--- src/rtl/hazard_flush_ctrl_pkg.sv ---
// Shared definitions for the pipeline hazard/flush controller:
// tuse/pc_sel codes, exception vector, FSM encoding and the per-source hazard test.
package hazard_flush_ctrl_pkg;

    localparam logic [1:0]  TUSE_NONE  = 2'd3;
    localparam logic [1:0]  PC_SEL_SEQ = 2'b00;
    localparam logic [1:0]  PC_SEL_EXC = 2'b01;
    localparam logic [1:0]  PC_SEL_EPC = 2'b10;
    localparam logic [31:0] EXC_VECTOR = 32'h0000_4180;
    localparam int          MD_CNT_W   = 4;

    typedef enum logic {
        ST_RUN   = 1'b0,
        ST_FLUSH = 1'b1
    } state_e;

    // A source register hazards when a younger-stage producer will not have its
    // value forwardable by the time the D-stage instruction needs it.
    function automatic logic src_hazard(
        input logic [4:0] src,
        input logic [1:0] tuse,
        input logic [4:0] a3_e,
        input logic [1:0] tnew_e,
        input logic [4:0] a3_m,
        input logic [1:0] tnew_m
    );
        return (src != 5'd0) &&
               (((src == a3_e) && (tnew_e > tuse)) ||
                ((src == a3_m) && (tnew_m > tuse)));
    endfunction

endpackage

--- src/rtl/hazard_flush_ctrl_if.sv ---
// Datapath <-> sequencing controller signal bundle.
// The datapath (master) supplies stage fields; the controller (slave) returns stall/clear/redirect.
interface hazard_flush_ctrl_if;
    logic [4:0] rs_D;
    logic [4:0] rt_D;
    logic [1:0] tuse_rs_D;
    logic [1:0] tuse_rt_D;
    logic [4:0] A3_E;
    logic [1:0] tnew_E;
    logic [4:0] A3_M;
    logic [1:0] tnew_M;
    logic       md_use_D;
    logic       md_start_E;
    logic       md_is_div_E;
    logic       exc_req_M;
    logic       eret_M;
    logic       stall;
    logic       clr_FD;
    logic       clr_DE;
    logic       clr_EM;
    logic       clr_MW;
    logic [1:0] pc_sel;
    logic       md_busy;

    modport master (
        output rs_D, rt_D, tuse_rs_D, tuse_rt_D, A3_E, tnew_E, A3_M, tnew_M,
               md_use_D, md_start_E, md_is_div_E, exc_req_M, eret_M,
        input  stall, clr_FD, clr_DE, clr_EM, clr_MW, pc_sel, md_busy
    );

    modport slave (
        input  rs_D, rt_D, tuse_rs_D, tuse_rt_D, A3_E, tnew_E, A3_M, tnew_M,
               md_use_D, md_start_E, md_is_div_E, exc_req_M, eret_M,
        output stall, clr_FD, clr_DE, clr_EM, clr_MW, pc_sel, md_busy
    );
endinterface

--- src/rtl/hazard_flush_ctrl_md_busy_counter.sv ---
// Occupancy counter for the multi-cycle mult/div unit: loads the op latency on
// issue, counts down to zero, and reports busy while non-zero.
module md_busy_counter
    import hazard_flush_ctrl_pkg::*;
#(
    parameter int MULT_LAT = 5,
    parameter int DIV_LAT  = 10
) (
    input  logic clk,
    input  logic reset,
    input  logic load,
    input  logic is_div,
    output logic busy
);

    logic [MD_CNT_W-1:0] md_cnt_q;
    logic [MD_CNT_W-1:0] md_cnt_d;

    always_comb begin
        md_cnt_d = md_cnt_q;
        if (load) begin
            md_cnt_d = is_div ? MD_CNT_W'(DIV_LAT) : MD_CNT_W'(MULT_LAT);
        end else if (md_cnt_q != '0) begin
            md_cnt_d = md_cnt_q - MD_CNT_W'(1);
        end
    end

    always_ff @(posedge clk) begin
        if (reset) begin
            md_cnt_q <= '0;
        end else begin
            md_cnt_q <= md_cnt_d;
        end
    end

    assign busy = (md_cnt_q != '0);

endmodule

--- src/rtl/hazard_flush_ctrl.sv ---
// Pipeline sequencing controller: load-use and mult/div stalls, exception entry
// and eret redirect with a one-cycle flush window.
module hazard_flush_ctrl
    import hazard_flush_ctrl_pkg::*;
#(
    parameter int MULT_LAT = 5,
    parameter int DIV_LAT  = 10
) (
    input  logic                 clk,
    input  logic                 reset,
    hazard_flush_ctrl_if.slave   bus
);

    state_e     state_q;
    state_e     state_d;
    logic       haz_rs;
    logic       haz_rt;
    logic       md_haz;
    logic       md_busy;
    logic       md_load;
    logic       stall_c;
    logic       clr_FD_c;
    logic       clr_DE_c;
    logic       clr_EM_c;
    logic       clr_MW_c;
    logic [1:0] pc_sel_c;

    assign haz_rs = src_hazard(bus.rs_D, bus.tuse_rs_D, bus.A3_E, bus.tnew_E, bus.A3_M, bus.tnew_M);
    assign haz_rt = src_hazard(bus.rt_D, bus.tuse_rt_D, bus.A3_E, bus.tnew_E, bus.A3_M, bus.tnew_M);
    assign md_haz = bus.md_use_D & (md_busy | bus.md_start_E);

    // Exception outranks eret, which outranks an ordinary stall; FLUSH ignores
    // M-stage requests because only bubbles occupy M during that cycle.
    always_comb begin
        state_d  = state_q;
        stall_c  = 1'b0;
        clr_FD_c = 1'b0;
        clr_DE_c = 1'b0;
        clr_EM_c = 1'b0;
        clr_MW_c = 1'b0;
        pc_sel_c = PC_SEL_SEQ;
        if (!reset) begin
            unique case (state_q)
                ST_RUN: begin
                    if (bus.exc_req_M) begin
                        clr_FD_c = 1'b1;
                        clr_DE_c = 1'b1;
                        clr_EM_c = 1'b1;
                        clr_MW_c = 1'b1;
                        pc_sel_c = PC_SEL_EXC;
                        state_d  = ST_FLUSH;
                    end else if (bus.eret_M) begin
                        clr_FD_c = 1'b1;
                        clr_DE_c = 1'b1;
                        clr_EM_c = 1'b1;
                        pc_sel_c = PC_SEL_EPC;
                        state_d  = ST_FLUSH;
                    end else if (haz_rs | haz_rt | md_haz) begin
                        stall_c  = 1'b1;
                        clr_DE_c = 1'b1;
                    end
                end
                ST_FLUSH: begin
                    state_d = ST_RUN;
                end
                default: begin
                    state_d = ST_RUN;
                end
            endcase
        end
    end

    always_ff @(posedge clk) begin
        if (reset) begin
            state_q <= ST_RUN;
        end else begin
            state_q <= state_d;
        end
    end

    // A mult/div in E that is being flushed never reaches the unit.
    assign md_load = bus.md_start_E & ~clr_EM_c;

    md_busy_counter #(
        .MULT_LAT (MULT_LAT),
        .DIV_LAT  (DIV_LAT)
    ) u_md_busy_counter (
        .clk    (clk),
        .reset  (reset),
        .load   (md_load),
        .is_div (bus.md_is_div_E),
        .busy   (md_busy)
    );

    assign bus.stall   = stall_c;
    assign bus.clr_FD  = clr_FD_c;
    assign bus.clr_DE  = clr_DE_c;
    assign bus.clr_EM  = clr_EM_c;
    assign bus.clr_MW  = clr_MW_c;
    assign bus.pc_sel  = pc_sel_c;
    assign bus.md_busy = md_busy & ~reset;

endmodule

--- src/flat_wrapper.sv ---
// flat-port wrapper written by rule: the top's interface ports become plain ports
module hazard_flush_ctrl_flat import hazard_flush_ctrl_pkg::*;
#(
    parameter int MULT_LAT = 5,
    parameter int DIV_LAT  = 10
)
  (clk, reset, bus_rs_D, bus_rt_D, bus_tuse_rs_D, bus_tuse_rt_D, bus_A3_E, bus_tnew_E, bus_A3_M, bus_tnew_M, bus_md_use_D, bus_md_start_E, bus_md_is_div_E, bus_exc_req_M, bus_eret_M, bus_stall, bus_clr_FD, bus_clr_DE, bus_clr_EM, bus_clr_MW, bus_pc_sel, bus_md_busy);
  hazard_flush_ctrl_if bus_i ();
  input  logic clk;
  input  logic reset;
  input wire logic [$bits(bus_i.rs_D)-1:0] bus_rs_D;
  input wire logic [$bits(bus_i.rt_D)-1:0] bus_rt_D;
  input wire logic [$bits(bus_i.tuse_rs_D)-1:0] bus_tuse_rs_D;
  input wire logic [$bits(bus_i.tuse_rt_D)-1:0] bus_tuse_rt_D;
  input wire logic [$bits(bus_i.A3_E)-1:0] bus_A3_E;
  input wire logic [$bits(bus_i.tnew_E)-1:0] bus_tnew_E;
  input wire logic [$bits(bus_i.A3_M)-1:0] bus_A3_M;
  input wire logic [$bits(bus_i.tnew_M)-1:0] bus_tnew_M;
  input wire logic [$bits(bus_i.md_use_D)-1:0] bus_md_use_D;
  input wire logic [$bits(bus_i.md_start_E)-1:0] bus_md_start_E;
  input wire logic [$bits(bus_i.md_is_div_E)-1:0] bus_md_is_div_E;
  input wire logic [$bits(bus_i.exc_req_M)-1:0] bus_exc_req_M;
  input wire logic [$bits(bus_i.eret_M)-1:0] bus_eret_M;
  output wire logic [$bits(bus_i.stall)-1:0] bus_stall;
  output wire logic [$bits(bus_i.clr_FD)-1:0] bus_clr_FD;
  output wire logic [$bits(bus_i.clr_DE)-1:0] bus_clr_DE;
  output wire logic [$bits(bus_i.clr_EM)-1:0] bus_clr_EM;
  output wire logic [$bits(bus_i.clr_MW)-1:0] bus_clr_MW;
  output wire logic [$bits(bus_i.pc_sel)-1:0] bus_pc_sel;
  output wire logic [$bits(bus_i.md_busy)-1:0] bus_md_busy;
  assign bus_i.rs_D = bus_rs_D;
  assign bus_i.rt_D = bus_rt_D;
  assign bus_i.tuse_rs_D = bus_tuse_rs_D;
  assign bus_i.tuse_rt_D = bus_tuse_rt_D;
  assign bus_i.A3_E = bus_A3_E;
  assign bus_i.tnew_E = bus_tnew_E;
  assign bus_i.A3_M = bus_A3_M;
  assign bus_i.tnew_M = bus_tnew_M;
  assign bus_i.md_use_D = bus_md_use_D;
  assign bus_i.md_start_E = bus_md_start_E;
  assign bus_i.md_is_div_E = bus_md_is_div_E;
  assign bus_i.exc_req_M = bus_exc_req_M;
  assign bus_i.eret_M = bus_eret_M;
  assign bus_stall = bus_i.stall;
  assign bus_clr_FD = bus_i.clr_FD;
  assign bus_clr_DE = bus_i.clr_DE;
  assign bus_clr_EM = bus_i.clr_EM;
  assign bus_clr_MW = bus_i.clr_MW;
  assign bus_pc_sel = bus_i.pc_sel;
  assign bus_md_busy = bus_i.md_busy;
  hazard_flush_ctrl #(.MULT_LAT(MULT_LAT), .DIV_LAT(DIV_LAT)) u_core (.clk(clk), .reset(reset), .bus(bus_i));
endmodule
--- config.mk ---
export PLATFORM = sky130hd
export DESIGN_NAME = hazard_flush_ctrl_flat
export DESIGN_NICKNAME = d
export VERILOG_FILES = /design/src/rtl/hazard_flush_ctrl_pkg.sv /design/src/rtl/hazard_flush_ctrl_if.sv /design/src/rtl/hazard_flush_ctrl_md_busy_counter.sv /design/src/rtl/hazard_flush_ctrl.sv /design/src/flat_wrapper.sv
export SDC_FILE = /design/constraint.sdc
export NUM_CORES = 1
export LEC_CHECK = 0
export BUFFER_PORTS_ARGS = -buffer_cell sky130_fd_sc_hd__buf_2
export CAP_MARGIN = 20
export CORE_UTILIZATION = 30
export CTS_CLUSTER_DIAMETER = 30
export CTS_CLUSTER_SIZE = 12
export DETAILED_ROUTE_END_ITERATION = 8
export PLACE_DENSITY_LB_ADDON = 0.15
export SETUP_SLACK_MARGIN = 0.4
export SYNTH_ARGS = -nofsm -noshare
export SYNTH_HDL_FRONTEND = slang
export SYNTH_SLANG_ARGS = --single-unit
export TNS_END_PERCENT = 30
--- constraint.sdc ---
create_clock -name clk -period 1.8 [get_ports clk]
set_clock_uncertainty 0.15 [all_clocks]
set_input_delay 0 -clock clk [delete_from_list [all_inputs] [get_ports clk]]
set_output_delay 0 -clock clk [all_outputs]
set_load 0.03 [all_outputs]
==> reports/results.ini <==
[place]
port-buffer-count = 42
hpwl_mm = 1.57
place_congestion = 0.825
place_ws_ps = 152

[cts]
path_clk_slew_ps = 40
clock-sinks = 5
cts-root-buf = clkbuf_4
cts_tree = built
cts_buffers = 3
worstSkewPairLatency_ps = 250
clockBufferDepth = 2
cts_max_level = 1

[drt]
firstDrtPassIters = 3
routed_via_density = 4.75
vias = 836
routedWlPerCell_um = 11.2
drtAntennaViolNets = 0
drt-initial-drc-count = 9
routed_wl_mm = 1.97
drc = 0

[yosys]
synth_edf_count = 0
synth_seq_area_share_pct = 13.4
syn_avg_cell_area_um2 = 7.70
yosys_warnings = 0
netlist_instances = 97
netlist_area_um2 = 747
synth_cell_types = 25
syn_nets = 142
ys_async_sr_fraction_pct = 0
dominantRegCellSynth = dfxtp_1
synth-seq-cells = 5

[power_and_ir_drop]
combPwrFrac_pct = 59.7
p_sw_w = 0.000280
power_frac_seq_pct = 21.5
leakage_nw = 0.544
power.density_nw_per_um2 = 577
switching_share_pct = 40.3
internal_power_w = 0.000416
p_clk_share_pct = 18.8
total_power_w = 0.000697
vdd_ir_drop_max_mv = 0.337

[critical_path]
critPathKind = in -> out
critPathArrivalTime_ps = 1400
crit_required_ps = 1650
cp_max_fo = 2
crit_path_end_kind = output pin
start_kind = primary input

[sta]
finalCritPeriodShare_pct = 86.0
slew_headroom_pct = 79.1
rsz0062_at_grt = yes
finalSetupTns_ps = 0
finalSetupViolations = 0
whs_ps = 39.8
tightest_slew_ps = 310
worst_slack_ps = 252
post-route-min-period_ps = 1550
slew_viol_final = 0
max_freq_mhz = 646
finalHoldViolCount = 0

[outcome]
outcome = finished clean

[floorplan]
initial_core_util_pct = 32.8
core_um2 = 2280
die-width_um = 51.9
die_area_um2 = 2690
die_h_um = 51.9
io_pins = 43
rows = 17

[grt]
grt_max_degree = 6
grt_pass1_vias = 803
track_usage_pct = 16.4
grt_pass1_wl_mm = 3.24
grt-ovfl-total = 0
antenna_found_initial = 0

[finish]
final_layout_size_suffix_gt1_share_pct = 46.6
area_delta_synth_final_pct = 61.6
diodes = 0
final_nets = 194
fin_util_pct = 53.1

[job]
cap_violations = 0

[worst_hold_path]
worstHoldPathType = in -> reg

-- routing by layer --
layer  track usage (%)  vias up  part of all wire (%)
li1                  -      437                     -
met5                 0        -                     0
met4              2.70        0                     0
met3              6.14        0                   6.6
met1              19.3      373                    45
met2              28.4       26                    48
-- Yosys cell counts (2+ instances only) --
library cell / count / share of area, %
dfxtp_1: 5 / 13
o22ai_1: 2 / 1.7
nand3_1: 3 / 2.0
or4_1: 2 / 2.0
nand2_1: 8 / 4.0
xor2_1: 10 / 12
a21oi_1: 9 / 6.0
buf_4: 2 / 2.0
nor2_1: 2 / 1.0
nand4_1: 4 / 3.3
inv_1: 13 / 6.5
nor4_1: 3 / 2.5
ha_1: 10 / 17
xnor2_1: 13 / 15
-- per-stage QoR --
stage | cells | area [um2]
6_report | 176 | 1210
5_1_grt | 176 | 1210
4_1_cts | 176 | 1120
3_5_place_dp | 166 | 991
3_3_place_gp | 166 | 991
2_1_floorplan | 97 | 753
-- power by group through the flow --
stage,clock [W],sequential [W],combinational (W)
2_1_floorplan,0,0.000144,0.000229
3_3_place_gp,0,0.000147,0.000342
6_report,0.000131,0.000150,0.000416
4_1_cts,0.000138,0.000148,0.000392
5_1_grt,0.000145,0.000151,0.000459
3_5_place_dp,0,0.000147,0.000341
-- layout make-up --
class | instances | area, um2
repair buffers | 49 | 308
flip-flops and latches | 5 | 101
fillers | 221 | 1070
well taps | 28 | 35.0
inverters | 13 | 56.3
multi-input cells | 77 | 681
clock buffers | 4 | 26.3
-- worst max-delay path, stage by stage --
cell     delay, ps
buf_2          130
ha_1           310
nand2_1         90
nand4_1        100
nor4_1         250
o22ai_2        150
a41oi_2        220
buf_6          160
-- path summary, 6_finish.rpt --
path	startpoint	to	slack (ps)	cells after the start
setup / recovery	bus_tnew_M[1]	bus_clr_DE	250	8
setup reg to reg	u_core.u_md_busy_counter.md_cnt_q[1]$_SDFFE_PP0P_	u_core.u_md_busy_counter.md_cnt_q[2]$_SDFFE_PP0P_	370	7
hold / removal	bus_eret_M	u_core.u_md_busy_counter.md_cnt_q[3]$_SDFFE_PP0P_	40	4
hold reg to reg	u_core.u_md_busy_counter.md_cnt_q[3]$_SDFFE_PP0P_	u_core.u_md_busy_counter.md_cnt_q[3]$_SDFFE_PP0P_	450	3
-- placed cells by master, fill, tap and decap left out, drive strengths merged, types with 4 or more instances in the layout --
| master | count |
|---|---|
| clkbuf | 4 |
| nand2 | 8 |
| a21oi | 9 |
| nor4 | 4 |
| inv | 13 |
| dfxtp | 5 |
| ha | 10 |
| nand4 | 4 |
| xnor2 | 13 |
| buf | 45 |
| dlygate4sd3 | 4 |
| xor2 | 10 |
-- what timing repair did --
action / 4_1_cts / 5_1_grt
hold buffers: 4 / 0
resized for setup: 15 / 17
endpoints found under the setup margin: 2 / 4
endpoints found under the hold margin: 5 / 0
pin swaps: 8 / 9
buffers inserted: 2 / 0
-- state kept, by name (all words and copies together) (netlist names) --
name	count
u_core.u_md_busy_counter.md_cnt_q	4
u_core.state_q	1
-- cell families after synthesis --
group                      after synthesis  synth area share (%)
and+or+nand+nor                         28                  20.8
AOI/OAI and AO/OA                       16                  13.6
xor gates and xnor gates                23                  27.0
DFF                                      5                  13.4
adders and majority gates               10                  16.8
buffers and inverters                   15                  8.54
No activity file was read; power rests on OpenSTA's default activity.
